File: config.mk
export PLATFORM = sky130hd
export DESIGN_NAME = cc_seq
export DESIGN_NICKNAME = d
export VERILOG_FILES = /design/src/rtl/cc_pkg.sv /design/src/rtl/cc_sort_insert.sv /design/src/rtl/cc_seq.sv
export SDC_FILE = /design/constraint.sdc
export NUM_CORES = 1
export LEC_CHECK = 0
export ABC_CLOCK_PERIOD_IN_PS = 8000
export CAP_MARGIN = 25
export CORE_UTILIZATION = 40
export CTS_CLUSTER_DIAMETER = 40
export DETAILED_ROUTE_END_ITERATION = 10
export PLACE_DENSITY = 0.68
export REMOVE_ABC_BUFFERS = 1
export SETUP_SLACK_MARGIN = 0.3
export SLEW_MARGIN = 0
export SYNTH_ARGS = -nofsm -noshare
export SYNTH_HDL_FRONTEND = slang
export SYNTH_SLANG_ARGS = --single-unit
File: constraint.sdc
create_clock -name clk -period 8 [get_ports clk]
set_input_delay 1.6 -clock clk [delete_from_list [all_inputs] [get_ports clk]]
set_output_delay 1.6 -clock clk [all_outputs]
set_load 0.03 [all_outputs]
File: src/rtl/cc_pkg.sv
// cc_seq shared types: FSM states, opt bit positions
// and the default result width.
package cc_pkg;
  typedef enum logic [2:0] {
    S_IDLE,
    S_LOAD,
    S_NORM,
    S_EQU,
    S_OUT
  } state_t;

  localparam int OPT_SIGNED = 0;
  localparam int OPT_DESC   = 1;
  localparam int OPT_MAVG   = 2;

  function automatic int cc_out_w(input int w);
    return 2 * w + 2;
  endfunction
endpackage

File: src/rtl/cc_sort_insert.sv
// Sorted register buffer; one parallel compare/shift
// insertion per cycle, new value placed after equals.
module cc_sort_insert
  import cc_pkg::*;
#(
  parameter int N  = 6,
  parameter int EW = 5
) (
  input  logic                 clk,
  input  logic                 clr,
  input  logic                 ins,
  input  logic signed [EW-1:0] din,
  input  logic                 desc,
  output logic [N*EW-1:0]      sorted
);
  logic signed [EW-1:0] r_s [N];
  logic [N-1:0]         r_v;
  logic [N-1:0]         w_pre;
  logic [N-1:0]         w_bpre;
  logic signed [EW-1:0] w_below [N];

  // Valid entries form a prefix, so w_pre is a prefix too.
  always_comb begin
    for (int i = 0; i < N; i++) begin
      w_pre[i] = r_v[i] &&
        (desc ? (r_s[i] >= din) : (r_s[i] <= din));
    end
  end

  for (genvar i = 0; i < N; i++) begin : g_slot
    if (i == 0) begin : g_lo
      assign w_bpre[i]  = 1'b1;
      assign w_below[i] = din;
    end else begin : g_hi
      assign w_bpre[i]  = w_pre[i-1];
      assign w_below[i] = r_s[i-1];
    end
    assign sorted[i*EW +: EW] = r_s[i];
  end

  always_ff @(posedge clk) begin
    if (clr) begin
      r_v <= '0;
      for (int i = 0; i < N; i++) r_s[i] <= '0;
    end else if (ins) begin
      r_v <= {r_v[N-2:0], 1'b1};
      for (int i = 0; i < N; i++) begin
        if (!w_pre[i])
          r_s[i] <= w_bpre[i] ? din : w_below[i];
      end
    end
  end
endmodule

File: src/rtl/cc_seq.sv
// Serial frame sorter: insert N samples, normalise the
// sorted buffer, evaluate eq0/eq1, pulse one result.
module cc_seq
  import cc_pkg::*;
#(
  parameter int N     = 6,
  parameter int W     = 4,
  parameter int OUT_W = cc_out_w(W)
) (
  input  logic             clk,
  input  logic             rst,
  input  logic             in_valid,
  input  logic [W-1:0]     in_data,
  input  logic [2:0]       opt,
  input  logic             equ,
  output logic             in_ready,
  output logic             out_valid,
  output logic [OUT_W-1:0] out_n
);
  localparam int EW = W + 1;
  localparam int IW = OUT_W + 2;
  localparam int AW = W + 4;
  localparam int CW = $clog2(N + 1);
  localparam logic signed [AW-1:0] A3 = 3;
  localparam logic signed [IW-1:0] I3 = 3;

  state_t r_state, w_next;
  logic [CW-1:0] r_cnt, r_j;
  logic [2:0] r_opt;
  logic r_equ;
  logic signed [EW-1:0] r_norm [N];
  logic signed [OUT_W-1:0] r_out;

  logic w_idle, w_acc, w_sgn, w_desc, w_mavg;
  logic signed [EW-1:0] w_din;
  logic [N*EW-1:0] w_sorted;
  logic signed [EW-1:0] w_s [N];
  logic signed [EW-1:0] w_prev, w_cur, w_nm;
  logic signed [AW-1:0] w_sum, w_avg;
  logic signed [IW-1:0] w_a, w_b, w_c, w_n0, w_n1;
  logic signed [IW-1:0] w_e0, w_d, w_e1, w_eq;

  assign w_idle    = (r_state == S_IDLE);
  assign in_ready  = w_idle || (r_state == S_LOAD);
  assign w_acc     = in_valid && in_ready;
  assign out_valid = (r_state == S_OUT);
  assign out_n     = out_valid ? r_out : '0;

  // First sample of a frame uses live opt; later ones the latch.
  assign w_sgn  = w_idle ? opt[OPT_SIGNED] : r_opt[OPT_SIGNED];
  assign w_desc = w_idle ? opt[OPT_DESC] : r_opt[OPT_DESC];
  assign w_mavg = r_opt[OPT_MAVG];
  assign w_din  = {w_sgn & in_data[W-1], in_data};

  cc_sort_insert #(.N(N), .EW(EW)) u_sort (
    .clk    (clk),
    .clr    (rst || out_valid),
    .ins    (w_acc),
    .din    (w_din),
    .desc   (w_desc),
    .sorted (w_sorted)
  );

  always_comb begin
    for (int i = 0; i < N; i++)
      w_s[i] = w_sorted[i*EW +: EW];
  end

  always_comb begin
    w_prev = w_s[0];
    w_cur  = w_s[0];
    for (int i = 1; i < N - 1; i++)
      if (r_j == CW'(i + 1)) w_prev = r_norm[i];
    for (int i = 1; i < N; i++)
      if (r_j == CW'(i)) w_cur = w_s[i];
  end

  assign w_sum = (AW'(w_prev) <<< 1) + AW'(w_cur);
  assign w_avg = w_sum / A3;
  assign w_nm  = w_mavg ? w_avg[EW-1:0] : (w_cur - w_s[0]);

  assign w_a  = IW'(r_norm[N-3]);
  assign w_b  = IW'(r_norm[N-2]);
  assign w_c  = IW'(r_norm[N-1]);
  assign w_n0 = IW'(r_norm[0]);
  assign w_n1 = IW'(r_norm[1]);
  assign w_e0 = ((w_a + (w_b <<< 2)) * w_c) / I3;
  assign w_d  = (w_n0 - w_n1) * w_c;
  assign w_e1 = w_d[IW-1] ? -w_d : w_d;
  assign w_eq = r_equ ? w_e1 : w_e0;

  always_comb begin
    w_next = r_state;
    unique case (r_state)
      S_IDLE: if (w_acc) w_next = S_LOAD;
      S_LOAD:
        if (w_acc && r_cnt == CW'(N - 1))
          w_next = S_NORM;
      S_NORM:
        if (r_j == CW'(N - 1)) w_next = S_EQU;
      S_EQU:  w_next = S_OUT;
      S_OUT:  w_next = S_IDLE;
      default: w_next = S_IDLE;
    endcase
  end

  always_ff @(posedge clk) begin
    if (rst) begin
      r_state <= S_IDLE;
      r_cnt   <= '0;
      r_j     <= '0;
      r_opt   <= '0;
      r_equ   <= 1'b0;
      r_out   <= '0;
      for (int i = 0; i < N; i++) r_norm[i] <= '0;
    end else begin
      r_state <= w_next;
      r_j <= (r_state == S_NORM) ? r_j + 1'b1 : CW'(1);
      if (w_acc) begin
        r_cnt <= w_idle ? CW'(1) : r_cnt + 1'b1;
        if (w_idle) begin
          r_opt <= opt;
          r_equ <= equ;
        end
      end
      if (r_state == S_NORM) begin
        if (r_j == CW'(1))
          r_norm[0] <= w_mavg ? w_s[0] : '0;
        for (int i = 1; i < N; i++)
          if (r_j == CW'(i)) r_norm[i] <= w_nm;
      end
      if (r_state == S_EQU)
        r_out <= w_eq[OUT_W-1:0];
    end
  end
endmodule
Word-level counts from Yosys, hierarchy flattened
Memories as Yosys holds them, arrays and structs flattened.
Index checks and enable logic that the tools add are counted.
{"block": "op_classes", "addsub": 7, "multipliers": 2, "div_mod_pow": 2, "n_lt_le_gt_ge": 12, "n_eq_ne": 13, "shift": 0, "muxes": 93, "n_bitwise": 14, "reduce_logical": 14}
{"op": "2-to-1 mux 5 bit", "n": 28}
{"op": "2-to-1 mux 1 bit", "n": 57}
{"op": "greater-or-equal comparator 5 bit", "n": 6}
{"op": "<= comparator 5 bit", "n": 6}
{"op": "2-to-1 mux 10 bit", "n": 3}
{"op": "divider 12 x 3 -> 12 bit, second input constant", "n": 1}
{"op": "equality test 3 x 2 -> 1 bit, second input constant", "n": 4}
{"op": "equality test 3 bit, second input constant", "n": 4}
{"op": "multiplier 8 x 5 -> 12 bit", "n": 1}
{"op": "2-to-1 mux 3 bit", "n": 4}
{"op": "bitwise OR 1 bit", "n": 12}
{"op": "case mux 3 bit (4 select lines)", "n": 1}
{"op": "multiplier 6 x 5 -> 11 bit", "n": 1}
{"op": "negation 10 bit", "n": 1}
{"op": "adder 5 x 7 -> 8 bit", "n": 1}
{"op": "divider 8 x 3 -> 8 bit, second input constant", "n": 1}
{"op": "logical AND 1 bit", "n": 8}
{"op": "adder 6 x 5 -> 7 bit", "n": 1}
{"op": "adder 3 x 1 -> 3 bit, second input constant", "n": 2}
{"op": "equality test 3 x 1 -> 1 bit, second input constant", "n": 2}
{"op": "!= test 2 x 1 -> 1 bit, second input constant", "n": 3}
{"op": "subtractor 5 x 5 -> 6 bit", "n": 1}
{"op": "subtractor 5 bit", "n": 1}
{"op": "zero test 3 bit", "n": 1}
{"op": "other kinds (6)", "n": 7}
{"block": "totals", "reg_bits": 29, "latch_bits": 0, "mem_bits_rw": 60, "rom_bits": 0, "inputBits": 11, "output_inout_bits": 12, "word_cells": 167, "mem_count": 2}
{"memory": "r_norm", "depth": 6, "word_bits": 5, "rd": 6, "rd_ports_with_merged_regs": 0, "write_ports": 6, "line": "cc_seq.sv:31", "rtl": "logic signed [EW-1:0] r_norm [N];"}
{"memory": "u_sort.r_s", "depth": 6, "word_bits": 5, "rd": 6, "rd_ports_with_merged_regs": 0, "write_ports": 6, "line": "cc_sort_insert.sv:16", "rtl": "logic signed [EW-1:0] r_s [N];"}

Logic depth before layout (Yosys ltp)
Gate-level depths: netlist (run 1).
{"block": "logic_depth", "depth_word": 11, "mapped_depth": 39, "mapped_depth_nobuf": 36}

By module
A second synthesis (run 1) with hierarchy kept.
{"block": "unflattened", "cells_unflattened": 1307, "hier_area_um2": 10958.0}
{"mod": "cc_seq", "n_inst": 1, "cells_per_inst": 1029, "area_per_inst_um2": 8169.1, "seq_area_each_um2": 1361.3}
{"mod": "cc_sort_insert", "n_inst": 1, "cells_per_inst": 278, "area_per_inst_um2": 2788.9, "seq_area_each_um2": 1021.0}

Worst setup path before layout (run 1)
OpenSTA, ideal clock, no wires.
{"block": "synth_path", "path_type": "reg2reg", "startpoint": "mem r_norm[3][2] (netlist: r_norm[0][17])", "endpoint": "reg r_out[4]", "setup_time_ps": 139, "arrival_time_ps": 8704, "t_required_ps": 7861, "slack_ps": -844, "path_stages_with_launch": 35, "cell_sequence": "edfxtp_1 ha_1 fa_1 xor2_1 and2_1 fa_1 inv_1 fa_1 fa_1 inv_1 fa_1 or3_1 or3_1 clkbuf_1 or3_1 a21o_1 and2_0 buf_2 o41a_1 a32o_1 o211ai_2 buf_2 nor3_1 a211oi_1 xnor2_1 ha_1 inv_1 nand4b_1 xnor2_1 ha_1 or2_1 a211o_1 nor4b_2 mux2i_1 o221ai_1"}
{"item": "from (decl)", "line": "cc_seq.sv:31"}
{"item": "to (signal assigned)", "line": "cc_seq.sv:133", "rtl": "r_out <= w_eq[OUT_W-1:0];"}
{"item": "to (decl)", "line": "cc_seq.sv:32", "rtl": "logic signed [OUT_W-1:0] r_out;"}

==> results of run 1 <==
## how the worst max path moves through the flow
stage | depth (start not counted) | startpoint | endpoint
floorplan | 36 | r_norm[0][17] | r_out[4]
global placement | 34 | r_norm[0][17] | r_out[4]
CTS | 34 | r_norm[0][20] | r_out[4]
detailed placement | 34 | r_norm[0][17] | r_out[4]
finish | 35 | r_norm[0][20] | r_out[4]
global route | 39 | r_norm[0][17] | r_out[1]
## where the power goes
group | total [mW] | internal [mW] | switching (mW) | leakage, nW
logic | 4.38 | 2.18 | 2.20 | 4.72
registers | 0.538 | 0.512 | 0.0253 | 0.877
clock network | 0.401 | 0.215 | 0.186 | 0.138
total | 5.32 | 2.90 | 2.41 | 5.73
## state kept, by name, indices dropped and copies added (netlist names)
signal and count:
r_out 10, u_sort.r_s 30, r_opt 3, r_norm 30, r_cnt 3, r_state 3
u_sort.r_v 6, r_j 3, r_equ 1
## area by class of cell
class / count / area (sq um)
timing repair buffer: 192 / 1530
clock buffer: 10 / 229
sequential: 89 / 2380
fill: 2373 / 12900
tap: 335 / 419
inverter: 109 / 412
clock inverter: 6 / 48.8
multi-input combinational: 1068 / 8190
## metal layers
layer | vias up | track usage | wire (um) | part of all wire
met5 | - | 0 | 0 | 0
met4 | 0 | 0.0605 | 451 | 0.016
met3 | 36 | 0.0197 | 1440 | 0.051
met2 | 285 | 0.363 | 13900 | 0.49
met1 | 4764 | 0.274 | 12600 | 0.44
li1 | 4919 | - | - | -
## logic make-up after synthesis
logic type / after synthesis / synth area share
AOI/OAI and AO/OA: 329 / 0.194
xor gates and xnor gates: 82 / 0.0740
adders and majority gates: 148 / 0.206
buffers and inverters: 156 / 0.0560
DFF: 89 / 0.224
muxes: 26 / 0.0268
and+or+nand+nor: 483 / 0.220
## stage by stage
| stage | setup slack (ns) | hold slack (ns) | area [sq um] |
|---|---|---|---|
| global placement | -0.497 | 0.447 | 12200 |
| floorplan | -1.12 | 0.421 | 10500 |
| global route | -0.668 | 0.490 | 13200 |
| finish | -0.355 | 0.456 | 13200 |
| detailed placement | -0.717 | 0.455 | 12200 |
| CTS | -0.198 | 0.464 | 12900 |
## repair_timing
action	CTS	global route
hold endpoints to repair	0	0
setup buffers	17	9
pin swaps	39	25
endpoints found under the setup margin	10	15
gates resized for setup	74	40
## critical path, delay by kind of cell (launching register included)
family | cells | cell delay, ns
buffers and inverters | 7 | 0.75
flip-flops | 1 | 0.40
XOR/XNOR | 3 | 0.54
adder cells (fa/ha/maj) | 8 | 2.90
AND/OR/NAND/NOR | 8 | 1.55
multiplexers | 2 | 0.46
AO/OA/AOI/OAI | 7 | 1.60
## cells in the final DEF (no fill, tap or decap), drive strengths merged, types with 11 or more instances in the layout
cell type / n
buf: 169
mux2i: 22
a21o: 22
inv: 111
dfxtp: 29
fa: 45
nor2b: 26
nor3: 21
and3: 14
nor2: 203
clkdlybuf4s50: 22
a31oi: 11
a211oi: 14
clkbuf: 11
xor2: 19
nand2b: 12
nand3: 21
a21oi: 128
ha: 103
xnor2: 62
nand2: 82
edfxtp: 60
o21ai: 66
and2: 55
==> flow_summary.ini, run 1 <==
[global_routing]
grt_pass1_vias = 9478
antenna_found_initial = 0
grt_max_degree = 33
grt_pass1_wl_mm = 45.7
grt_overflow = 0
track_usage = 0.209

[clock_network]
holdBufCountCts = 0
cts_inserted_buffers = 9
cts_tree = yes
htreeDepth = 3
cts_sinks = 89
ctsLongestPathBuffers = 2
clk_pin_slew_worst_paths_ns = 0.07
clkLatencyLatePin_ns = 0.35
cts-root-buf = clkbuf_16

[floorplan]
die_w_um = 165
ios = 23
coreArea_sq_um = 26100
fp-row-count = 59
initial_core_util = 0.409
die_h_um = 165
die-area_sq_um = 27300

[timing]
setup_viol = 10
fin_tns_setup_ns = -2.40
timing.final.crit_share = 1.04
max_slew_margin = 0.236
rsz0062_at_grt = true
period_needed_ns = 8.36
fin_worst_skew_ns = 0.0140
hold_viol = 0
clock.fmax_mhz = 120
worst_pin_slew_ns = 1.13
slew_violations = 0
fin_ws_ns = -0.355

[synthesis]
ys_top_cells_by_count = nor2_1 (201), a21oi_1 (126), inv_1 (108)
synth_top_area_frac = 0.169
synth_flop_cell = edfxtp_1
async_flop_share = 0
synth.most_common_cell = nor2_1
syn_inst = 1313
synth_edf_count = 60
ys_seq_area_frac = 0.224
syn_area_sq_um = 10700
yosys-top-cells-area = edfxtp_1 (17%), ha_1 (12%), fa_1 (8.5%)
synth_top_area_cell = edfxtp_1
synth_seq_cells = 89
ys_types = 92
yosysWarnings = 0
avgSynthCellArea_sq_um = 8.11

[worst_setup_path]
critical_path.max_fanout = 6
worst_ep_required_time_ns = 8.21
start_kind = register
reg2reg_slack_ns = -0.36
arrival_ns = 8.56
reg2reg_depth = 35
slowest_delay_ns = 0.51
crit_path_end_kind = register
path_class = reg -> reg
rr_startpoint = r_norm[0][20]
crit_slowest_cell = fa_1
reg2reg_to = r_out[4]

[placed_design]
placed_cells = 1764
place_congestion = 0.875
place_hpwl_mm = 21.6
port_buffers = 22

[hold_path]
holdPathStages = 2
min_to = r_out[0]
hold_class = reg -> reg
hp-start = r_out[0]

[run_status]
violations = setup timing
status = finished with violations

[power_and_ir_drop]
p_total_mw = 5.32
vdd_ir_drop_max_mv = 0.403
p_per_area_nw_per_um2 = 403
leakagePower_nw = 5.73

[detailed_routing]
ant_nets = 0
viasPerCell = 5.53
first_iter_violations = 697
vias = 10004
drcViolationCount = 0
wl_per_cell_um = 15.7
drt_wl_total_mm = 28.3
drtPass1Iterations = 5

[final_layout]
syn2layout_area_growth_pct = 24.0
nets = 1628
drive_above_1_share = 0.197
postLayoutCoreUtil = 0.507
stdcell_count = 1809
antenna_cells = 0

[flow_run]
cap_violations = 0
(Power assumes the default switching activity.)
==> inputs of run 2 (changes only) <==
- ABC_CLOCK_PERIOD_IN_PS: 8000 -> 9200
- PLACE_DENSITY: 0.68 -> 0.66
- clock period: 8 -> 9.2 ns (I/O delays scaled with it)
==> run 2 against run 1 <==
The flow now finishes without violations; register-to-register slack better by 0.88 ns; die area unchanged; first-iteration DRC count up 27%; final area fell by 7.7%.
==> flow_summary.ini, run 2 (synthesis gave the netlist of run 1 again) <==
[clock_network]
cts-root-buf = clkbuf_16
clk_pin_slew_worst_paths_ns = 0.07
cts_tree = yes
cts_sinks = 89
htreeDepth = 3
holdBufCountCts = 0
clkLatencyLatePin_ns = 0.36
ctsLongestPathBuffers = 2
cts_inserted_buffers = 9

[global_routing]
grt_pass1_wl_mm = 43.9
grt_pass1_vias = 8971
grt_overflow = 0
antenna_found_initial = 0
track_usage = 0.201
grt_max_degree = 33

[final_layout]
stdcell_area_sq_um = 12200
nFillCells = 2494
final_common_cell = nor2_1
drive_above_1_share = 0.111
syn2layout_area_growth_pct = 14.5
stdcell_count = 1693
final_cell_mix = nor2_1 (195), a21oi_1 (123), inv_1 (107)
reg_top3 = r_norm: 30 flops, u_sort.r_s: 30 flops, r_out: 10 flops
antenna_cells = 0
nets = 1512

[floorplan]
ios = 23
initial_core_util = 0.409
die_h_um = 165
fp-row-count = 59
coreArea_sq_um = 26100
die_w_um = 165
die-area_sq_um = 27300

[detailed_routing]
viasPerCell = 5.68
drcViolationCount = 0
vias = 9615
first_iter_violations = 885
drt_wl_total_mm = 27.2
drtPass1Iterations = 5
ant_nets = 0
wl_per_cell_um = 16.0

[hold_path]
hp-start = r_out[0]
min_to = r_out[0]
holdPathStages = 2
hold_class = reg -> reg

[power_and_ir_drop]
vdd_ir_drop_max_mv = 0.300
p_total_mw = 3.74
p_per_area_nw_per_um2 = 307
leakagePower_nw = 5.15

[placed_design]
placed_cells = 1653
dpl_cell_area_sq_um = 11300
port_buffers = 22
place_hpwl_mm = 20.7
post-place-ws_ns = -0.0119
place_congestion = 0.882

[timing]
fin_ws_ns = 0.523
clock.fmax_mhz = 115
timing.final.crit_share = 0.943
rsz0062_at_grt = false
setup_viol = 0
hold_viol = 0
max_slew_margin = 0.312
fin_worst_skew_ns = 0.0125
worst_pin_slew_ns = 1.03
slew_violations = 0
period_needed_ns = 8.68

[worst_setup_path]
crit_slowest_cell = fa_1
path_class = reg -> reg
slowest_delay_ns = 0.55
worst_ep_required_time_ns = 9.41
critical_path.max_fanout = 7
reg2reg_slack_ns = 0.52
reg2reg_depth = 34
rr_startpoint = r_norm[0][17]
reg2reg_to = r_out[4]
start_kind = register
crit_path_end_kind = register
arrival_ns = 8.89

[flow_run]
cap_violations = 0

[run_status]
status = finished clean
[run 2: changes by cell type in the layout (fill, tap and decap cells not counted), moves of 4 or more]
cell     delta
ha_1        +5
buf_4     -110
o21ai_0     +6
inv_1       +4
ha_4        -6
o21ai_1     -4
buf_6       -6
[run 2: metrics by stage]
| step | utilization | hold slack (ns) | TNS [ns] |
|---|---|---|---|
| after floorplan | - | 0.421 | 0 |
| after detailed placement | 0.435 | 0.457 | -0.0119 |
| final | 0.468 | 0.459 | 0 |
| after global placement | 0.435 | 0.447 | 0 |
| after global routing | 0.468 | 0.506 | 0 |
| after CTS | 0.449 | 0.466 | 0 |
[run 2: repair_timing]
item,in CTS,in global routing
gates resized for setup,8,68
pin swaps,3,28
endpoints found under the setup margin,9,10
setup buffers,2,19
[run 2: cell type report]
class / instances / area (sq um) / share of cell area
Clock buffer: 9 / 225 / 0.0185
Clock inverter: 7 / 93.8 / 0.00770
Inverter: 109 / 409 / 0.0336
Multi-Input combinational cell: 1068 / 8030 / 0.659
Sequential cell: 89 / 2380 / 0.195
Tap cell: 335 / 419 / 0.0344
Timing Repair Buffer: 76 / 632 / 0.0518
[run 2: where the power goes]
| group | total (mW) | internal [mW] | switching (mW) |
|---|---|---|---|
| Clock | 0.396 | 0.219 | 0.177 |
| Combinational | 2.87 | 1.25 | 1.62 |
| Sequential | 0.468 | 0.445 | 0.0226 |
[run 2: layer usage]
layer	up-vias	GRT usage	routed length, um
met4	0	0.0575	547
met2	291	0.339	13000
met3	36	0.0220	1330
met1	4617	0.269	12300
met5	-	0	0
li1	4671	-	-
[run 2: worst max-delay path: cells and delay by family (launching register included)]
family	cells	cell delay [ns]
AO/OA/AOI/OAI	10	2.14
flip-flops	1	0.43
XOR/XNOR	3	0.51
multiplexers	1	0.23
buffers and inverters	4	0.37
adder cells (fa/ha/maj)	8	2.88
AND/OR/NAND/NOR	8	1.99
[run 2: worst max-delay path by stage]
stage | from | to | slack, ns
6_report | r_norm[0][17] | r_out[4] | 0.52
2_1_floorplan | r_norm[0][17] | r_out[4] | 0.08
3_3_place_gp | r_norm[0][17] | r_out[4] | 0.28
4_1_cts | r_norm[0][17] | r_out[4] | 0.30
3_5_place_dp | r_norm[0][17] | r_out[4] | -0.01
5_1_grt | r_norm[0][18] | r_out[4] | 0.17
==> inputs of run 3 (changes only) <==
- RECOVER_POWER: default -> 25
==> run 3 against run 2 <==
The run now ends with capacitance limit, slew limit left; sequential power barely moved; clock skew barely moved; combinational power hardly changed; clock power hardly changed; worst hold slack barely moved; final area is essentially flat; utilization about the same; final cell count is the same; die area unchanged; register-to-register slack got worse by 0.07 ns; first-iteration DRC count increased by 1.4%; critical endpoint unchanged; largest cell class unchanged; largest power group unchanged.
==> flow_summary.ini, run 3 (synthesis gave the netlist of run 1 again) <==
[run_status]
status = finished with violations
violations = capacitance limit, slew limit

[floorplan]
die_h_um = 165
fp-row-count = 59
coreArea_sq_um = 26100
ios = 23
die_w_um = 165
initial_core_util = 0.409
die-area_sq_um = 27300

[clock_network]
cts-root-buf = clkbuf_16
ctsLongestPathBuffers = 2
cts_inserted_buffers = 9
clkLatencyLatePin_ns = 0.36
cts_sinks = 89
clk_pin_slew_worst_paths_ns = 0.07
holdBufCountCts = 0
htreeDepth = 3
cts_tree = yes

[power_and_ir_drop]
p_comb_frac = 0.769
vdd_ir_drop_max_mv = 0.299
p_total_mw = 3.74
clkPwrFrac = 0.106
p_int_mw = 1.91
p_seq_frac = 0.125
switching_power_mw = 1.82
switching_share = 0.488
leakagePower_nw = 5.14
p_per_area_nw_per_um2 = 307

[detailed_routing]
drt_wl_total_mm = 27.2
first_iter_violations = 897
vias = 9635
viasPerCell = 5.69
ant_nets = 0
drcViolationCount = 0
wl_per_cell_um = 16.1
drtPass1Iterations = 6

[worst_setup_path]
rr_startpoint = r_norm[0][18]
worstPathBufferInverterCount = 5
critical_path.max_fanout = 7
startpoint = r_norm[0][18]
crit_family = adder cells
crit_slowest_cell = or4_1
crit_path_end_kind = register
start_kind = register
arrival_ns = 8.93
slowest_delay_ns = 0.55
path_class = reg -> reg
worst_ep_required_time_ns = 9.37

[placed_design]
place_hpwl_mm = 20.7
port_buffers = 22
post-place-ws_ns = -0.0119
place_congestion = 0.882
dpl_cell_area_sq_um = 11300

[timing]
holdWs_ns = 0.459
max_slew_margin = -0.0993
hold_viol = 0
fin_worst_skew_ns = 0.0123
clock.fmax_mhz = 114
setup_viol = 0
rsz0062_at_grt = false
fin_ws_ns = 0.449
timing.final.crit_share = 0.951
slew_violations = 33
period_needed_ns = 8.75
worst_pin_slew_ns = 1.65

[hold_path]
hp-start = r_out[0]
hold_class = reg -> reg

[final_layout]
stdcell_area_sq_um = 12200
nets = 1512
syn2layout_area_growth_pct = 14.4
postLayoutCoreUtil = 0.468
nFillCells = 2494
final_common_cell = nor2_1
drive_above_1_share = 0.110
final_cell_mix = nor2_1 (195), a21oi_1 (123), inv_1 (107)
reg_top3 = r_norm: 30 flops, u_sort.r_s: 30 flops, r_out: 10 flops
antenna_cells = 0

[flow_run]
cap_violations = 1

[global_routing]
antenna_found_initial = 0
grt_overflow = 0
track_usage = 0.201
grt_max_degree = 33
grt_pass1_vias = 8971
grt_pass1_wl_mm = 43.9
==> run 3: worst paths after layout <==
path / cells past startpoint / slack (ns) / endpoint
hold reg to reg: 2 / 0.46 / r_out[0]
setup / recovery: 37 / 0.45 / r_out[4]
setup reg to reg: 37 / 0.45 / r_out[4]
hold / removal: 2 / 0.46 / r_out[0]
==> run 3: metrics by stage <==
stage          std cells  setup TNS [ns]
6_report            1693               0
5_1_grt             1693               0
4_1_cts             1671               0
3_5_place_dp        1653         -0.0119
3_3_place_gp        1652               0
2_1_floorplan       1266               0
==> run 3: timing repair <==
action | 4_1_cts | 5_1_grt
resized for setup | 8 | 68
buffers inserted | 2 | 19
pin swaps | 3 | 28
endpoints found under the setup margin | 9 | 10
==> run 3: final cells by class <==
cell class	count	area (sq um)	area share
Clock buffer	9	225	0.0185
Clock inverter	7	93.8	0.00770
Inverter	109	409	0.0336
Multi-Input combinational cell	1068	8030	0.659
Sequential cell	89	2380	0.195
Tap cell	335	419	0.0344
Timing Repair Buffer	76	628	0.0515
==> run 3: layer usage <==
layer	part of all wire	up-vias	global-route usage
met5	0	-	0
met4	0.020	0	0.0575
met3	0.049	40	0.0220
met2	0.48	289	0.339
met1	0.45	4631	0.269
li1	-	4675	-
==> run 3: worst min-delay path: cells and delay by family, from the launching register on <==
family	cells	cell delay, ns
AO/OA/AOI/OAI	1	0.05
flip-flops	1	0.31
AND/OR/NAND/NOR	1	0.05
==> run 3: power groups by stage <==
stage	Sequential, mW	Combinational (mW)	Clock, mW
floorplan	0.466	1.79	0
detailed placement	0.476	2.39	0
CTS	0.467	2.47	0.399
global route	0.470	3.13	0.412
global placement	0.476	2.37	0
finish	0.468	2.87	0.396
